**src/rtl/arb_req_client.sv**
```systemverilog
`default_nettype none
// ============================================================================
//  Module   : arb_req_client
//  Purpose  : Requester-side agent for a round-robin arbiter slot. Buffers
//             local words and drives one bus word per registered grant pulse.
//  Revision : 1.0  initial release
// ============================================================================
module arb_req_client #(
    parameter int unsigned DATA_W     = 32,
    parameter int unsigned DEPTH      = 4,
    parameter int unsigned WAIT_LIMIT = 16
) (
    input  logic                     clk,
    input  logic                     rst,
    input  logic                     in_valid_i,
    output logic                     in_ready_o,
    input  logic [DATA_W-1:0]        in_data_i,
    output logic                     req_o,
    input  logic                     gnt_i,
    output logic                     bus_valid_o,
    output logic [DATA_W-1:0]        bus_data_o,
    output logic [$clog2(DEPTH):0]   level_o,
    output logic                     starve_o,
    output logic                     err_spurious_o
);

    localparam int unsigned c_ADDR_W = $clog2(DEPTH);
    localparam int unsigned c_LVL_W  = c_ADDR_W + 1;
    localparam int unsigned c_WAIT_W = $clog2(WAIT_LIMIT + 1);
    localparam logic [c_LVL_W-1:0]  c_FULL     = c_LVL_W'(DEPTH);
    localparam logic [c_WAIT_W-1:0] c_WAIT_MAX = c_WAIT_W'(WAIT_LIMIT);

    typedef enum logic [0:0] {
        S_IDLE = 1'b0,
        S_REQ  = 1'b1
    } state_t;

    state_t                 state_q, state_d;
    logic [DATA_W-1:0]      mem_q [DEPTH];
    logic [c_ADDR_W-1:0]    wr_ptr_q, wr_ptr_d;
    logic [c_ADDR_W-1:0]    rd_ptr_q, rd_ptr_d;
    logic [c_LVL_W-1:0]     level_q, level_d;
    logic [c_WAIT_W-1:0]    wait_q, wait_d;
    logic                   starve_q, starve_d;
    logic                   err_q, err_d;
    logic                   bus_valid_q, bus_valid_d;
    logic [DATA_W-1:0]      bus_data_q, bus_data_d;

    logic                   w_push;
    logic                   w_pop;
    logic                   w_last_pop;

    // Full refuses a push even when a pop happens in the same cycle.
    assign in_ready_o = (level_q != c_FULL) & ~rst;
    assign w_push     = in_valid_i & in_ready_o;
    assign w_pop      = gnt_i & (level_q != '0);
    assign w_last_pop = w_pop & (level_q == c_LVL_W'(1));

    // REQ holds exactly when words are buffered, so dropping on the last pop
    // keeps the arbiter from granting a slot with nothing behind it.
    assign req_o = (state_q == S_REQ) & ~w_last_pop;

    always_comb begin
        state_d = state_q;
        case (state_q)
            S_IDLE:  if (w_push) state_d = S_REQ;
            S_REQ:   if (w_last_pop && !w_push) state_d = S_IDLE;
            default: state_d = S_IDLE;
        endcase
    end

    always_comb begin
        wr_ptr_d    = wr_ptr_q;
        rd_ptr_d    = rd_ptr_q;
        level_d     = level_q;
        bus_valid_d = 1'b0;
        bus_data_d  = '0;
        if (w_push) wr_ptr_d = wr_ptr_q + 1'b1;
        if (w_pop) begin
            rd_ptr_d    = rd_ptr_q + 1'b1;
            bus_valid_d = 1'b1;
            bus_data_d  = mem_q[rd_ptr_q];
        end
        case ({w_push, w_pop})
            2'b10:   level_d = level_q + 1'b1;
            2'b01:   level_d = level_q - 1'b1;
            default: level_d = level_q;
        endcase
    end

    always_comb begin
        wait_d = wait_q;
        if (!req_o || gnt_i) begin
            wait_d = '0;
        end else if (wait_q != c_WAIT_MAX) begin
            wait_d = wait_q + 1'b1;
        end
        starve_d = starve_q | (wait_d == c_WAIT_MAX);
        err_d    = err_q | (gnt_i & (level_q == '0));
    end

    always_ff @(posedge clk) begin
        if (rst) begin
            state_q     <= S_IDLE;
            wr_ptr_q    <= '0;
            rd_ptr_q    <= '0;
            level_q     <= '0;
            wait_q      <= '0;
            starve_q    <= 1'b0;
            err_q       <= 1'b0;
            bus_valid_q <= 1'b0;
            bus_data_q  <= '0;
        end else begin
            state_q     <= state_d;
            wr_ptr_q    <= wr_ptr_d;
            rd_ptr_q    <= rd_ptr_d;
            level_q     <= level_d;
            wait_q      <= wait_d;
            starve_q    <= starve_d;
            err_q       <= err_d;
            bus_valid_q <= bus_valid_d;
            bus_data_q  <= bus_data_d;
        end
    end

    // Storage needs no reset: nothing is read before it is written.
    always_ff @(posedge clk) begin
        if (w_push) mem_q[wr_ptr_q] <= in_data_i;
    end

    assign bus_valid_o    = bus_valid_q;
    assign bus_data_o     = bus_data_q;
    assign level_o        = level_q;
    assign starve_o       = starve_q;
    assign err_spurious_o = err_q;

endmodule
`default_nettype wire

```
**config.mk**
```make
export PLATFORM = sky130hd
export DESIGN_NAME = arb_req_client
export DESIGN_NICKNAME = d
export VERILOG_FILES = /design/src/rtl/arb_req_client.sv
export SDC_FILE = /design/constraint.sdc
export NUM_CORES = 1
export LEC_CHECK = 0
export BUFFER_PORTS_ARGS = -buffer_cell sky130_fd_sc_hd__buf_2
export CAP_MARGIN = 15
export CORE_ASPECT_RATIO = 1.4
export CORE_MARGIN = 2
export CORE_UTILIZATION = 62
export CTS_BUF_LIST = sky130_fd_sc_hd__clkbuf_16
export DETAILED_ROUTE_END_ITERATION = 16
export GPL_ROUTABILITY_DRIVEN = 0
export GPL_TIMING_DRIVEN = 0
export PLACE_DENSITY = 0.81
export SLEW_MARGIN = 10
export SYNTH_ARGS = -nofsm -noshare
export SYNTH_HDL_FRONTEND = slang
export SYNTH_SLANG_ARGS = --single-unit
```
**constraint.sdc**
```tcl
create_clock -name clk -period 5.1 [get_ports clk]
set_input_delay 1.02 -clock clk [delete_from_list [all_inputs] [get_ports clk]]
set_output_delay 1.02 -clock clk [all_outputs]
set_load 0.01 [all_outputs]
```
==> results of run 1 <==
final cells by class:
cell class | count | area share, %
clock inverter | 15 | 1.44
multi-input combinational | 134 | 19.2
clock buffer | 17 | 5.63
inverter | 13 | 0.645
sequential | 176 | 63.5
timing repair buffer | 78 | 6.15
buffer | 14 | 1.19
tap | 135 | 2.23
cells by family after synthesis:
family	count (synthesis)	synth area share [%]
simple gates	68	6.13
compound gates	14	1.57
buf+inv	27	2.17
flops	176	75.2
xor+xnor	8	1.10
mux	33	11.7
fa+ha+maj	11	2.15
worst max path at each step:
stage | slack (ns) | endpoint | cells past startpoint
after floorplan | 2.43 | mem_q[0][0]$_DFFE_PP_ | 3
after global placement | 1.86 | mem_q[0][19]$_DFFE_PP_ | 3
after detailed placement | 2.42 | level_o[2]$_SDFFE_PP0P_ | 8
after CTS | 2.40 | req_o | 4
after global routing | 2.33 | req_o | 4
final | 2.43 | req_o | 4
per-layer routing:
layer  track usage (%)  vias to the layer above  routed length (um)
met1              24.6                     1617                4250
met2              36.2                       89                5780
met3              6.23                       13                 472
li1                  -                     1478                   -
met5                 0                        -                   0
met4              7.12                        0                 158
per-stage QoR:
step           worst slack [ns]  cell area, um2  hold WS [ns]  instances  utilization (%)
2_1_floorplan              2.43            6390         0.485        337                -
3_3_place_gp               1.86            6930         0.450        546             69.6
3_5_place_dp               2.42            7030         0.456        550             70.6
4_1_cts                    2.40            7560         0.478        582             76.0
5_1_grt                    2.33            7560         0.506        582             76.0
6_report                   2.43            7560         0.469        582             76.0
synth_stat cells (5+ instances only):
library cell,number
buf_2,6
dfxtp_1,48
edfxtp_1,128
nand2_1,5
inv_1,13
nor2b_1,33
ha_1,11
xor2_1,7
nand3b_1,5
mux4_2,28
nor2_1,10
worst max-delay path: stages (launching register included):
cell and delay (ns):
dfxtp_1 0.41, inv_1 0.09, ha_1 0.26, o31a_1 0.31, buf_2 0.14
registers in the layout (all words and copies together) (netlist names):
name	flops
err_spurious_o	1
bus_data_o	32
rd_ptr_q	2
mem_q	128
wait_q	5
bus_valid_o	1
level_o	3
wr_ptr_q	2
starve_o	1
state_q	1
power breakdown:
| part | internal, W | switching (W) | total (W) |
|---|---|---|---|
| registers | 0.00164 | 0.0000370 | 0.00168 |
| logic | 0.000326 | 0.000282 | 0.000609 |
| clock network | 0.000629 | 0.000536 | 0.00116 |
==> results.cfg, run 1 <==
[clock_network]
insertion_delay_ns = 0.42
clk_path_buf_depth = 2
cts_tree = built
ctsResizeCount = 0
cts_hold_buf = 0
cts_sinks = 176
cts-root-buf = clkbuf_16
postCtsSetupRepairBufs = 0
numCtsBuffers = 17
htreeDepth = 4
clk_pin_slew_ns = 0.06

[grt]
grt_usage_pct = 20.6
antenna_found_initial = 0
grt_overflow = 0
grt_pass1_wl_um = 16800
grt_pass1_vias = 3261
grt_max_degree = 28

[min_path]
whs_path_depth = 2
min_to = starve_o$_SDFF_PP0_
hold_path_class = flip-flop to flip-flop
min_from = starve_o$_SDFF_PP0_

[synthesis]
synth.top_cell.area_share_pct = 60.2
ys_ff_latch = 176
synth_area_um2 = 6390
synth_top_area_cell = edfxtp_1
synth-main-ff-cell = edfxtp_1
synthesis.nets = 384
synth_warnings = 0
synth_area_per_cell_um2 = 19.0
yosys-top-cells-area = edfxtp_1, dfxtp_1, mux4_2
synthCells = 337
synth_cell_type_count = 36
synth_edf_count = 128
synth-async-reset-ratio_pct = 0
seq_area_frac_synth_pct = 75.2

[timing]
fin_skew_ns = 0.00880
slew_headroom_pct = 63.9
rsz0062_at_grt = false
report.final.slew_viol_count = 0
tns_ns = 0
min_period_over_period_pct = 52.3
worst_pin_slew_ns = 0.542
fmax_ghz = 0.375
setup_viol = 0
final-hold-violation-count = 0
final.min_clock_period_ns = 2.67

[outcome]
status = finished, final reports clean

[route]
vias = 3197
drc = 0
wl_per_cell_um = 18.3
dr.pass1.iters = 4
drtAntennaViolNets = 0
routed_wl_um = 10700
drt_iter0_drc = 238
viasPerCell = 5.49

[placed_design]
portBuffers = 74
hpwl_um = 6690

[layout]
multi_input_area_um2 = 1450
drive_above_1_share_pct = 33.8
final_common_cell = edfxtp_1
nets = 481
layout_common_cells = edfxtp_1, buf_2, dfxtp_1, nor2b_1, mux4_2
area_growth_pct = 18.4
final-seq-area_um2 = 4800
diodes = 0
fillCellCount = 581

[critical_path]
reg2reg_from = level_o[0]$_SDFFE_PP0P_
cp_data_required_time_ns = 4.08
critical_path_class = flip-flop to output port
reg2reg_depth = 9
r2r_setup_slack_ns = 2.80
worstPathArrival_ns = 1.65
rr_endpoint = level_o[2]$_SDFFE_PP0P_
path_max_fanout = 5
cp-start-kind = flip-flop
startpoint = level_o[0]$_SDFFE_PP0P_
end_kind = output port

[floorplan]
coreArea_um2 = 9950
die_area_um2 = 11100
rows = 43
io_pins = 76
fp.dieW_um = 89.8
initial_core_util_pct = 64.2
die_y_um = 124

[pwr]
p_per_area_nw_per_um2 = 456
p_leak_nw = 2.77
power_w = 0.00345
ir_worst_vdd_v = 0.000357

[flow_run]
maxCapViolations = 0
Power figures use the tool's default switching activity.
==> inputs of run 2 (changes only) <==
- CORE_UTILIZATION: 62 -> 57
- PLACE_DENSITY: 0.81 -> 0.75
- clock period: 5.1 -> 2.7 ns (I/O delays scaled with it)
==> results.cfg, run 2 (same netlist as run 1, synthesis figures left out) <==
[critical_path]
crit_cells = 9
reg2reg_depth = 9
max_stage_delay_ns = 0.42
cp-start-kind = flip-flop
end_kind = flip-flop
slowest_stage = dfxtp_1
critical-path-top-delay-family = adder cells
cp_data_required_time_ns = 3.06
worstPathArrival_ns = 2.64
crit_path_cell_trace = inv_1 > ha_1 > a21oi_2 > and2_1 > buf_2 > inv_1 > ha_1 > or3_1 > a21oi_1
path_max_fanout = 6
critical_path_class = flip-flop to flip-flop
crit_buf_inv = 3

[pwr]
internal-power_w = 0.00509
p_leak_nw = 2.79
ir_worst_vdd_v = 0.000594
switching_share_pct = 24.1
clkPwrFrac_pct = 35.7
p_switching_w = 0.00162
seqPwrFrac_pct = 47.2
power_w = 0.00671
p_per_area_nw_per_um2 = 878
combPwrFrac_pct = 17.1

[timing]
slew_headroom_pct = 63.1
tns_ns = 0
fmax_ghz = 0.438
setup_slack_ns = 0.418
hold_ws_ns = 0.326
final-hold-violation-count = 0
worst_pin_slew_ns = 0.554
min_period_over_period_pct = 84.5
setup_viol = 0
report.final.slew_viol_count = 0
fin_skew_ns = 0.00807
final.min_clock_period_ns = 2.28
rsz0062_at_grt = false

[layout]
fillCellCount = 674
regMostFlops = mem_q
area_growth_pct = 19.6
final_common_cell = edfxtp_1
diodes = 0
drive_above_1_share_pct = 34.2
largest_reg_flops = 128
layout_common_cells = edfxtp_1, buf_2, dfxtp_1, nor2b_1, mux4_2
nets = 481

[floorplan]
io_pins = 76
die_area_um2 = 12100
fp.dieW_um = 93.5
coreArea_um2 = 10900
initial_core_util_pct = 58.8
die_y_um = 129
rows = 45

[grt]
grt_max_degree = 19
grt_pass1_vias = 3135
grt_usage_pct = 19.1
antenna_found_initial = 0
grt_overflow = 0
grt_pass1_wl_um = 16400

[route]
wl_per_cell_um = 18.3
dr.pass1.iters = 4
routed_wl_um = 10800
viasPerCell = 5.48
vias = 3224
drt_iter0_drc = 196
drc = 0
drtAntennaViolNets = 0

[clock_network]
numCtsBuffers = 17
htreeDepth = 4
postCtsSetupRepairBufs = 0
cts_sinks = 176
clk_pin_slew_ns = 0.07
cts_tree = built
clk_path_buf_depth = 2
cts_hold_buf = 0
cts-root-buf = clkbuf_16
ctsResizeCount = 0
insertion_delay_ns = 0.42

[flow_run]
maxCapViolations = 0

[outcome]
status = finished, final reports clean

[placed_design]
portBuffers = 74
preCtsSetupSlack_ns = 0.423
hpwl_um = 6700

[min_path]
whs_path_depth = 1
hold_path_class = primary input to flip-flop
-- run 2: cell count changes in the layout (fill, tap and decap cells not counted), sizes merged --
cell	before	now
inv	22	16
bufinv	0	2
clkinvlp	1	2
clkinv	5	8
-- run 2: worst paths after layout --
kind	startpoint	to	slack, ns
setup / recovery	level_o[0]$_SDFFE_PP0P_	level_o[2]$_SDFFE_PP0P_	0.42
hold / removal	in_data_i[26]	mem_q[0][26]$_DFFE_PP_	0.33
setup reg to reg	level_o[0]$_SDFFE_PP0P_	level_o[2]$_SDFFE_PP0P_	0.42
hold reg to reg	starve_o$_SDFF_PP0_	starve_o$_SDFF_PP0_	0.46
-- run 2: through the flow --
stage | utilization [%] | area [um2] | instances
after floorplan | - | 6390 | 337
after global placement | 63.8 | 6940 | 552
after detailed placement | 64.9 | 7050 | 556
after CTS | 70.3 | 7640 | 588
after global routing | 70.3 | 7640 | 588
final | 70.3 | 7640 | 588
-- run 2: routing by layer --
layer | part of all wire [%] | global-route usage [%]
met5 | 0 | 0
met1 | 39 | 23.0
met2 | 54 | 32.1
met4 | 1.9 | 7.53
met3 | 5.0 | 6.34
-- run 2: power groups by stage --
stage | clock network [W] | logic [W] | registers, W
2_1_floorplan | 0 | 0.000796 | 0.00326
3_3_place_gp | 0 | 0.00113 | 0.00322
3_5_place_dp | 0 | 0.00117 | 0.00322
4_1_cts | 0.00244 | 0.00118 | 0.00317
5_1_grt | 0.00255 | 0.00126 | 0.00318
6_report | 0.00239 | 0.00115 | 0.00316
-- run 2: layout make-up --
cell class | instances | area [um2] | share of cell area [%]
flip-flops and latches | 176 | 4800 | 62.9
multi-input cells | 134 | 1450 | 19.0
repair buffers | 78 | 480 | 6.29
clock buffers | 17 | 425 | 5.57
well taps | 141 | 176 | 2.31
clock inverters | 15 | 163 | 2.13
plain buffers | 14 | 90.1 | 1.18
inverters | 13 | 48.8 | 0.639
